`config.mk`:
```
export PLATFORM = sky130hd
export DESIGN_NAME = qsfp_bw_sequencer_flat
export DESIGN_NICKNAME = d
export VERILOG_FILES = /design/src/rtl/qsfp_bw_sequencer_if.sv /design/src/rtl/qsfp_bw_sequencer.sv /design/src/flat_wrapper.sv
export SDC_FILE = /design/constraint.sdc
export NUM_CORES = 1
export LEC_CHECK = 0
export ABC_AREA = 0
export CELL_PAD_IN_SITES_DETAIL_PLACEMENT = 0
export CELL_PAD_IN_SITES_GLOBAL_PLACEMENT = 2
export CORE_UTILIZATION = 31
export CTS_CLUSTER_DIAMETER = 150
export DETAILED_ROUTE_END_ITERATION = 10
export GPL_ROUTABILITY_DRIVEN = 0
export PLACE_DENSITY_LB_ADDON = 0.1
export SLEW_MARGIN = 20
export SYNTH_ARGS = -nofsm -noshare
export SYNTH_HDL_FRONTEND = slang
export SYNTH_SLANG_ARGS = --single-unit
```
`constraint.sdc`:
```
create_clock -name clock -period 9.2 [get_ports clock]
set_clock_uncertainty 0.15 [all_clocks]
set_input_delay 1.84 -clock clock [delete_from_list [all_inputs] [get_ports clock]]
set_output_delay 1.84 -clock clock [all_outputs]
set_load 0.03 [all_outputs]
```
`src/rtl/qsfp_bw_sequencer_if.sv`:
```
// AXIS TX/RX port bundle between the bandwidth sequencer
// and the QSFP MAC (the far end loops RX back to TX).
interface qsfp_bw_sequencer_if #(
  parameter int DW = 256
);
  logic [DW-1:0] OUT_AXIS_TDATA;
  logic          OUT_AXIS_TVALID;
  logic          OUT_AXIS_TLAST;
  logic          OUT_AXIS_TREADY;
  logic [DW-1:0] IN_AXIS_TDATA;
  logic          IN_AXIS_TVALID;
  logic          IN_AXIS_TLAST;
  logic          IN_AXIS_TREADY;

  modport master (
    output OUT_AXIS_TDATA,
    output OUT_AXIS_TVALID,
    output OUT_AXIS_TLAST,
    input  OUT_AXIS_TREADY,
    input  IN_AXIS_TDATA,
    input  IN_AXIS_TVALID,
    input  IN_AXIS_TLAST,
    output IN_AXIS_TREADY
  );

  modport slave (
    input  OUT_AXIS_TDATA,
    input  OUT_AXIS_TVALID,
    input  OUT_AXIS_TLAST,
    output OUT_AXIS_TREADY,
    output IN_AXIS_TDATA,
    output IN_AXIS_TVALID,
    output IN_AXIS_TLAST,
    input  IN_AXIS_TREADY
  );
endinterface

```
`src/rtl/qsfp_bw_sequencer.sv`:
```
// QSFP loopback bandwidth run: counted AXIS TX generator,
// RX sequence checker, elapsed-time and status report.
module qsfp_bw_sequencer #(
  parameter int DW    = 256,
  parameter int CNT_W = 32
) (
  input  logic             clock,
  input  logic             reset,
  input  logic             start,
  input  logic             abort,
  input  logic [CNT_W-1:0] cfg_xfer_beats,
  input  logic [15:0]      cfg_pkt_beats,
  input  logic [CNT_W-1:0] cfg_timeout,
  output logic             busy,
  output logic             done,
  output logic [1:0]       status,
  output logic [63:0]      xfer_time,
  output logic [CNT_W-1:0] rx_beats,
  output logic [CNT_W-1:0] err_count,
  qsfp_bw_sequencer_if.master axis
);
  typedef enum logic [1:0] {
    IDLE, RUN, DRAIN, REPORT
  } state_t;

  localparam logic [CNT_W-1:0] C1 = CNT_W'(1);
  localparam logic [15:0]      P1 = 16'd1;

  state_t           state;
  logic [CNT_W-1:0] xfer_q;
  logic [CNT_W-1:0] tmo_q;
  logic [CNT_W-1:0] tx_idx;
  logic [CNT_W-1:0] idle_cnt;
  logic [15:0]      pkt_q;
  logic [15:0]      tx_pos;
  logic [15:0]      rx_pos;
  logic [63:0]      cyc;
  logic [63:0]      t0;
  logic             t0_ok;
  logic             abort_f;
  logic             tmo_f;
  logic [31:0]      exp_w;

  logic             tx_hs;
  logic             rx_hs;
  logic             tx_end;
  logic [CNT_W-1:0] nx_idx;
  logic [15:0]      nx_pos;
  logic [15:0]      pkt_in;
  logic [31:0]      rx_w;
  logic             rx_last_exp;
  logic             rx_bad;
  logic [63:0]      t0_eff;

  function automatic logic [DW-1:0] rep(input logic [CNT_W-1:0] n);
    rep = {(DW/32){32'(n)}};
  endfunction

  always_comb begin
    tx_hs  = axis.OUT_AXIS_TVALID && axis.OUT_AXIS_TREADY;
    rx_hs  = axis.IN_AXIS_TVALID && axis.IN_AXIS_TREADY &&
             (state == RUN || state == DRAIN);
    tx_end = tx_idx == xfer_q - C1;
    nx_idx = tx_idx + C1;
    nx_pos = (tx_pos == pkt_q - P1) ? 16'd0 : tx_pos + P1;
    pkt_in = (cfg_pkt_beats == 16'd0) ? P1 : cfg_pkt_beats;
    rx_w   = axis.IN_AXIS_TDATA[31:0];
    rx_last_exp = (rx_pos == pkt_q - P1) ||
                  (rx_beats == xfer_q - C1);
    rx_bad = (rx_w != exp_w) ||
             (axis.IN_AXIS_TLAST != rx_last_exp);
    // RX landing in the same cycle as the first TX beat
    t0_eff = t0_ok ? t0 : cyc;
  end

  always_ff @(posedge clock) begin
    if (reset) begin
      state     <= IDLE;
      busy      <= 1'b0;
      done      <= 1'b0;
      status    <= 2'd0;
      xfer_time <= '0;
      rx_beats  <= '0;
      err_count <= '0;
      axis.OUT_AXIS_TDATA  <= '0;
      axis.OUT_AXIS_TVALID <= 1'b0;
      axis.OUT_AXIS_TLAST  <= 1'b0;
      axis.IN_AXIS_TREADY  <= 1'b0;
      xfer_q   <= '0;
      tmo_q    <= '0;
      pkt_q    <= P1;
      tx_idx   <= '0;
      tx_pos   <= '0;
      rx_pos   <= '0;
      idle_cnt <= '0;
      cyc      <= '0;
      t0       <= '0;
      t0_ok    <= 1'b0;
      abort_f  <= 1'b0;
      tmo_f    <= 1'b0;
      exp_w    <= '0;
    end else begin
      cyc  <= cyc + 64'd1;
      done <= 1'b0;
      axis.IN_AXIS_TREADY <= 1'b1;
      if (tx_hs && !t0_ok) begin
        t0    <= cyc;
        t0_ok <= 1'b1;
      end
      if (rx_hs) begin
        rx_beats  <= rx_beats + C1;
        rx_pos    <= (rx_pos == pkt_q - P1) ? 16'd0 : rx_pos + P1;
        // next expected index: +1 on match, resync on mismatch
        exp_w     <= rx_w + 32'd1;
        xfer_time <= cyc - t0_eff;
        if (rx_bad && err_count != '1)
          err_count <= err_count + C1;
      end
      unique case (state)
        IDLE: begin
          if (start) begin
            xfer_q    <= cfg_xfer_beats;
            pkt_q     <= pkt_in;
            tmo_q     <= cfg_timeout;
            busy      <= 1'b1;
            rx_beats  <= '0;
            err_count <= '0;
            xfer_time <= '0;
            tx_idx    <= '0;
            tx_pos    <= '0;
            rx_pos    <= '0;
            exp_w     <= '0;
            idle_cnt  <= '0;
            t0_ok     <= 1'b0;
            abort_f   <= 1'b0;
            tmo_f     <= 1'b0;
            if (cfg_xfer_beats == '0) begin
              state <= REPORT;
            end else begin
              state <= RUN;
              axis.OUT_AXIS_TVALID <= 1'b1;
              axis.OUT_AXIS_TDATA  <= '0;
              axis.OUT_AXIS_TLAST  <= (pkt_in == P1) ||
                                      (cfg_xfer_beats == C1);
            end
          end
        end
        RUN: begin
          if (abort) begin
            state   <= REPORT;
            abort_f <= 1'b1;
            axis.OUT_AXIS_TVALID <= 1'b0;
          end else if (tx_hs) begin
            if (tx_end) begin
              state    <= DRAIN;
              idle_cnt <= '0;
              axis.OUT_AXIS_TVALID <= 1'b0;
            end else begin
              tx_idx <= nx_idx;
              tx_pos <= nx_pos;
              axis.OUT_AXIS_TDATA <= rep(nx_idx);
              axis.OUT_AXIS_TLAST <= (nx_pos == pkt_q - P1) ||
                                     (nx_idx == xfer_q - C1);
            end
          end
        end
        DRAIN: begin
          if (abort) begin
            state   <= REPORT;
            abort_f <= 1'b1;
          end else if (rx_beats == xfer_q) begin
            state <= REPORT;
          end else if (idle_cnt == tmo_q) begin
            state <= REPORT;
            tmo_f <= 1'b1;
          end else begin
            idle_cnt <= rx_hs ? '0 : idle_cnt + C1;
          end
        end
        REPORT: begin
          state  <= IDLE;
          busy   <= 1'b0;
          done   <= 1'b1;
          status <= abort_f             ? 2'd3 :
                    tmo_f               ? 2'd1 :
                    (err_count != '0)   ? 2'd2 : 2'd0;
        end
        default: state <= IDLE;
      endcase
    end
  end
endmodule

```
`src/flat_wrapper.sv`:
```
// flat-port wrapper written by rule: the top's interface ports become plain ports
module qsfp_bw_sequencer_flat 
#(
  parameter int DW    = 256,
  parameter int CNT_W = 32
)
  (clock, reset, start, abort, cfg_xfer_beats, cfg_pkt_beats, cfg_timeout, busy, done, status, xfer_time, rx_beats, err_count, axis_OUT_AXIS_TDATA, axis_OUT_AXIS_TVALID, axis_OUT_AXIS_TLAST, axis_OUT_AXIS_TREADY, axis_IN_AXIS_TDATA, axis_IN_AXIS_TVALID, axis_IN_AXIS_TLAST, axis_IN_AXIS_TREADY);
  qsfp_bw_sequencer_if #(.DW(DW)) axis_i ();
  input  logic clock;
  input  logic reset;
  input  logic start;
  input  logic abort;
  input  logic [CNT_W-1:0] cfg_xfer_beats;
  input  logic [15:0] cfg_pkt_beats;
  input  logic [CNT_W-1:0] cfg_timeout;
  output logic busy;
  output logic done;
  output logic [1:0] status;
  output logic [63:0] xfer_time;
  output logic [CNT_W-1:0] rx_beats;
  output logic [CNT_W-1:0] err_count;
  output wire logic [$bits(axis_i.OUT_AXIS_TDATA)-1:0] axis_OUT_AXIS_TDATA;
  output wire logic [$bits(axis_i.OUT_AXIS_TVALID)-1:0] axis_OUT_AXIS_TVALID;
  output wire logic [$bits(axis_i.OUT_AXIS_TLAST)-1:0] axis_OUT_AXIS_TLAST;
  input wire logic [$bits(axis_i.OUT_AXIS_TREADY)-1:0] axis_OUT_AXIS_TREADY;
  input wire logic [$bits(axis_i.IN_AXIS_TDATA)-1:0] axis_IN_AXIS_TDATA;
  input wire logic [$bits(axis_i.IN_AXIS_TVALID)-1:0] axis_IN_AXIS_TVALID;
  input wire logic [$bits(axis_i.IN_AXIS_TLAST)-1:0] axis_IN_AXIS_TLAST;
  output wire logic [$bits(axis_i.IN_AXIS_TREADY)-1:0] axis_IN_AXIS_TREADY;
  assign axis_OUT_AXIS_TDATA = axis_i.OUT_AXIS_TDATA;
  assign axis_OUT_AXIS_TVALID = axis_i.OUT_AXIS_TVALID;
  assign axis_OUT_AXIS_TLAST = axis_i.OUT_AXIS_TLAST;
  assign axis_i.OUT_AXIS_TREADY = axis_OUT_AXIS_TREADY;
  assign axis_i.IN_AXIS_TDATA = axis_IN_AXIS_TDATA;
  assign axis_i.IN_AXIS_TVALID = axis_IN_AXIS_TVALID;
  assign axis_i.IN_AXIS_TLAST = axis_IN_AXIS_TLAST;
  assign axis_IN_AXIS_TREADY = axis_i.IN_AXIS_TREADY;
  qsfp_bw_sequencer #(.DW(DW), .CNT_W(CNT_W)) u_core (.clock(clock), .reset(reset), .start(start), .abort(abort), .cfg_xfer_beats(cfg_xfer_beats), .cfg_pkt_beats(cfg_pkt_beats), .cfg_timeout(cfg_timeout), .busy(busy), .done(done), .status(status), .xfer_time(xfer_time), .rx_beats(rx_beats), .err_count(err_count), .axis(axis_i));
endmodule
```
==> flow_summary.yaml <==
cts:
  cts_tree: "done"
  htreeDepth: 3
  cts_resized: 0
  cts_hold_buffers: 0
  insertion_delay_ps: 630
  clock-sinks: 508
  numCtsBuffers: 68
  path_clk_slew_ps: 50
  clock_path_buffers: 3
  post_cts_buffers: 0
  root_buffer: "clkbuf_16"
global_route:
  track_usage_pct: 20.6
  grt_max_degree: 85
  overflow: 0
  grt_pass1_wl_um: 166000
  grt_antenna_before_repair: 2
  first_global_vias: 26700
setup_path:
  critPathMaxStageDelay_ps: 790
  required_ps: 9540
  path_max_fanout: 22
  rr_worst_depth: 14
  arrival_ps: 6020
  crit_chain: "inv_1 -> ha_1 -> or4b_1 -> or4_4 -> o41ai_1 -> a32oi_1 -> a2111oi_0 -> o2111ai_1 -> o41ai_2 -> xor2_1 -> o21ai_2 -> buf_4 -> mux2i_1 -> nor2_1"
  cp-end-kind: "flip-flop"
  critPathSlowestCell: "o41ai_2"
  crit_type: "reg -> reg"
  r2r_slack_ps: 3520
  worstSetupStartpointType: "flip-flop"
power:
  power_mw: 7.81
  powerDensity_nw_per_um2: 204
  p_leak_nw: 13.3
  ir_drop_v: 0.000142
layout:
  nets: 4653
  finalInstanceArea_um2: 38300
  areaGrowthSynthToFinish_pct: 21.7
  layout.cells.non_filler: 5638
  antenna_cells: 0
  post-route-util_pct: 38.2
  drive_gt1_share_pct: 4.34
sta:
  max_slew_margin_pct: 30.9
  post-route-period-util_pct: 61.7
  hold_violations: 0
  setup_tns_ps: 0
  timing.fmax_ghz: 0.176
  fin_ws_ps: 3520
  finalCriticalPeriod_ps: 5680
  worst_pin_slew_ps: 1040
  setup_violations: 0
  drv_slew: 0
  rsz0062_at_grt: "false"
  holdWs_ps: 301
placed_design:
  io_buffers: 509
  placed_cells_incl_taps: 5518
  place_ws_ps: 3510
  dpl_cell_area_um2: 36000
  hpwlAfterDp_um: 80600
routing:
  postRouteAntennaNets: 0
  drcViolationCount: 0
  via_per_inst: 4.97
  dr_total_vias: 28000
  first_iter_violations: 1736
  wl_per_cell_um: 19.4
  wirelength_um: 109000
  first_pass_iters: 5
synth:
  synth.distinct_cells: 78
  async_flop_share_pct: 0
  synth_seq_area_share_pct: 32.3
  postSynthCellCount: 4080
  synth_nets: 4502
  dominantRegCellSynth: "dfxtp_1"
  yosysWarnings: 0
  synth_edf_count: 0
  yosysTopAreaCell: "dfxtp_1"
  ys_seq_elements: 508
  synth.cell_area_um2: 31500
  syn_avg_cell_area_um2: 7.72
  synth_top_area_share_pct: 32.3
  ys_top_cells_by_area: "dfxtp_1 (32%), xnor2_1 (8.7%), nand2_1 (7.3%), a21oi_1 (6.0%), buf_4 (5.4%)"
floorplan:
  die_h_um: 321
  die-width_um: 321
  rows: 116
  core-area_um2: 100000
  io_pins: 734
  dieArea_um2: 103000
  start_util_pct: 31.4
flow_run:
  cap_viol_max_count: 0
min_path:
  worstHoldPathType: "reg -> reg"
  hold_depth: 2
status:
  outcome: "finished clean"
## cell type report
class / count / area [um^2]
multi-input combinational: 3045 / 18600
fill: 10600 / 62100
clock buffer: 93 / 2020
sequential: 508 / 10200
inverter: 66 / 248
timing repair buffer: 542 / 5350
tap: 1357 / 1700
clock inverter: 27 / 309
## placed cells by master (no fill, tap or decap), types with 9 or more instances in the layout
master | netlist | routed
and4_1 | 18 | 18
nand2_1 | 616 | 614
a211oi_1 | 50 | 50
and2_1 | 14 | 13
xnor2_1 | 314 | 314
ha_1 | 78 | 77
nor3_1 | 62 | 62
o31ai_1 | 21 | 21
nand4_1 | 78 | 78
nor2b_1 | 24 | 23
inv_1 | 64 | 64
nor4_1 | 64 | 63
a21oi_1 | 375 | 375
o211ai_1 | 12 | 12
buf_4 | 227 | 33
a21o_1 | 42 | 42
o21ai_0 | 125 | 125
or4_1 | 20 | 20
a22oi_1 | 20 | 20
nand2b_1 | 59 | 59
clkinv_2 | 0 | 14
clkbuf_8 | 0 | 14
a311oi_1 | 9 | 9
or3_1 | 60 | 60
nand3_1 | 147 | 146
clkdlybuf4s50_1 | 0 | 508
a31oi_1 | 23 | 23
nor2_1 | 338 | 336
o21bai_1 | 13 | 13
clkbuf_16 | 0 | 72
o21a_1 | 14 | 14
xor2_1 | 168 | 168
mux2i_1 | 79 | 79
dfxtp_1 | 508 | 507
and3_1 | 70 | 69
## sequential cells by signal, indices dropped and copies added, names as in the netlist, 2 cells and up
register	flops
u_core.cyc	64
u_core.t0	64
u_core.xfer_time	64
u_core.axis.OUT_AXIS_TDATA	32
u_core.err_count	32
u_core.exp_w	32
u_core.idle_cnt	32
u_core.rx_beats	32
u_core.tmo_q	32
u_core.tx_idx	32
u_core.xfer_q	32
u_core.pkt_q	16
u_core.rx_pos	16
u_core.tx_pos	16
u_core.state	2
u_core.status	2
## path summary, 6_finish.rpt
kind	start	endpoint
max	u_core.xfer_q[0]	u_core.err_count[1]
min	u_core.xfer_time[9]	u_core.xfer_time[9]
max reg2reg	u_core.xfer_q[0]	u_core.err_count[1]
min reg2reg	u_core.xfer_time[9]	u_core.xfer_time[9]
## cells by family (layout without fill, tap and decap cells)
family          after synthesis  after routing  synth area share, %
fa+ha+maj                    79             79                 3.16
mux                          81             81                 2.58
compound gates              782            782                 14.9
xor+xnor                    485            485                 13.6
simple gates               1618           1618                 24.4
flops                       508            508                 32.3
buf+inv                     527            728                 9.06
## report_power, final
group,internal (mW),total [mW],switching (mW),leakage [nW]
logic,0.884,2.52,1.63,8.08
registers,2.33,2.52,0.188,4.11
clock network,1.68,2.78,1.10,1.15
## worst max-delay path: cells and delay by family (launching register included)
| family | cells | cell delay, ps |
|---|---|---|
| AOI/OAI and AO/OA | 6 | 2460 |
| xor gates and xnor gates | 1 | 200 |
| adders and majority gates | 1 | 320 |
| buffers and inverters | 2 | 480 |
| DFF | 1 | 450 |
| muxes | 1 | 210 |
| and+or+nand+nor | 3 | 1250 |
## cells in the mapped netlist (all sizes together) (8+ instances only)
master and n:
clkbuf 201, xor2 168, nor2 338, o211ai 12, nor3b 8, or2 9
a21o 42, nor3 65, xnor2 314, o31ai 21, buf 260, nand3 147
nand4 78, a22oi 20, a31oi 23, ha 78, o21bai 13, nand3b 8
mux2i 79, or3 60, a311oi 9, and4 18, nor4 68, dfxtp 508
o21ai 127, o21a 14, a211oi 50, and2 15, and3 70, nor2b 24
or4 23, inv 64, a21oi 375, nand2b 59, nand2 616
## per-layer routing
layer	wire, um	GRT usage [%]	up-vias
met5	19	0	-
met4	1900	5.03	2
met3	5610	3.76	116
met2	46500	31.2	609
met1	55200	29.8	13100
li1	-	-	14200
Power figures use the tool's default switching activity.
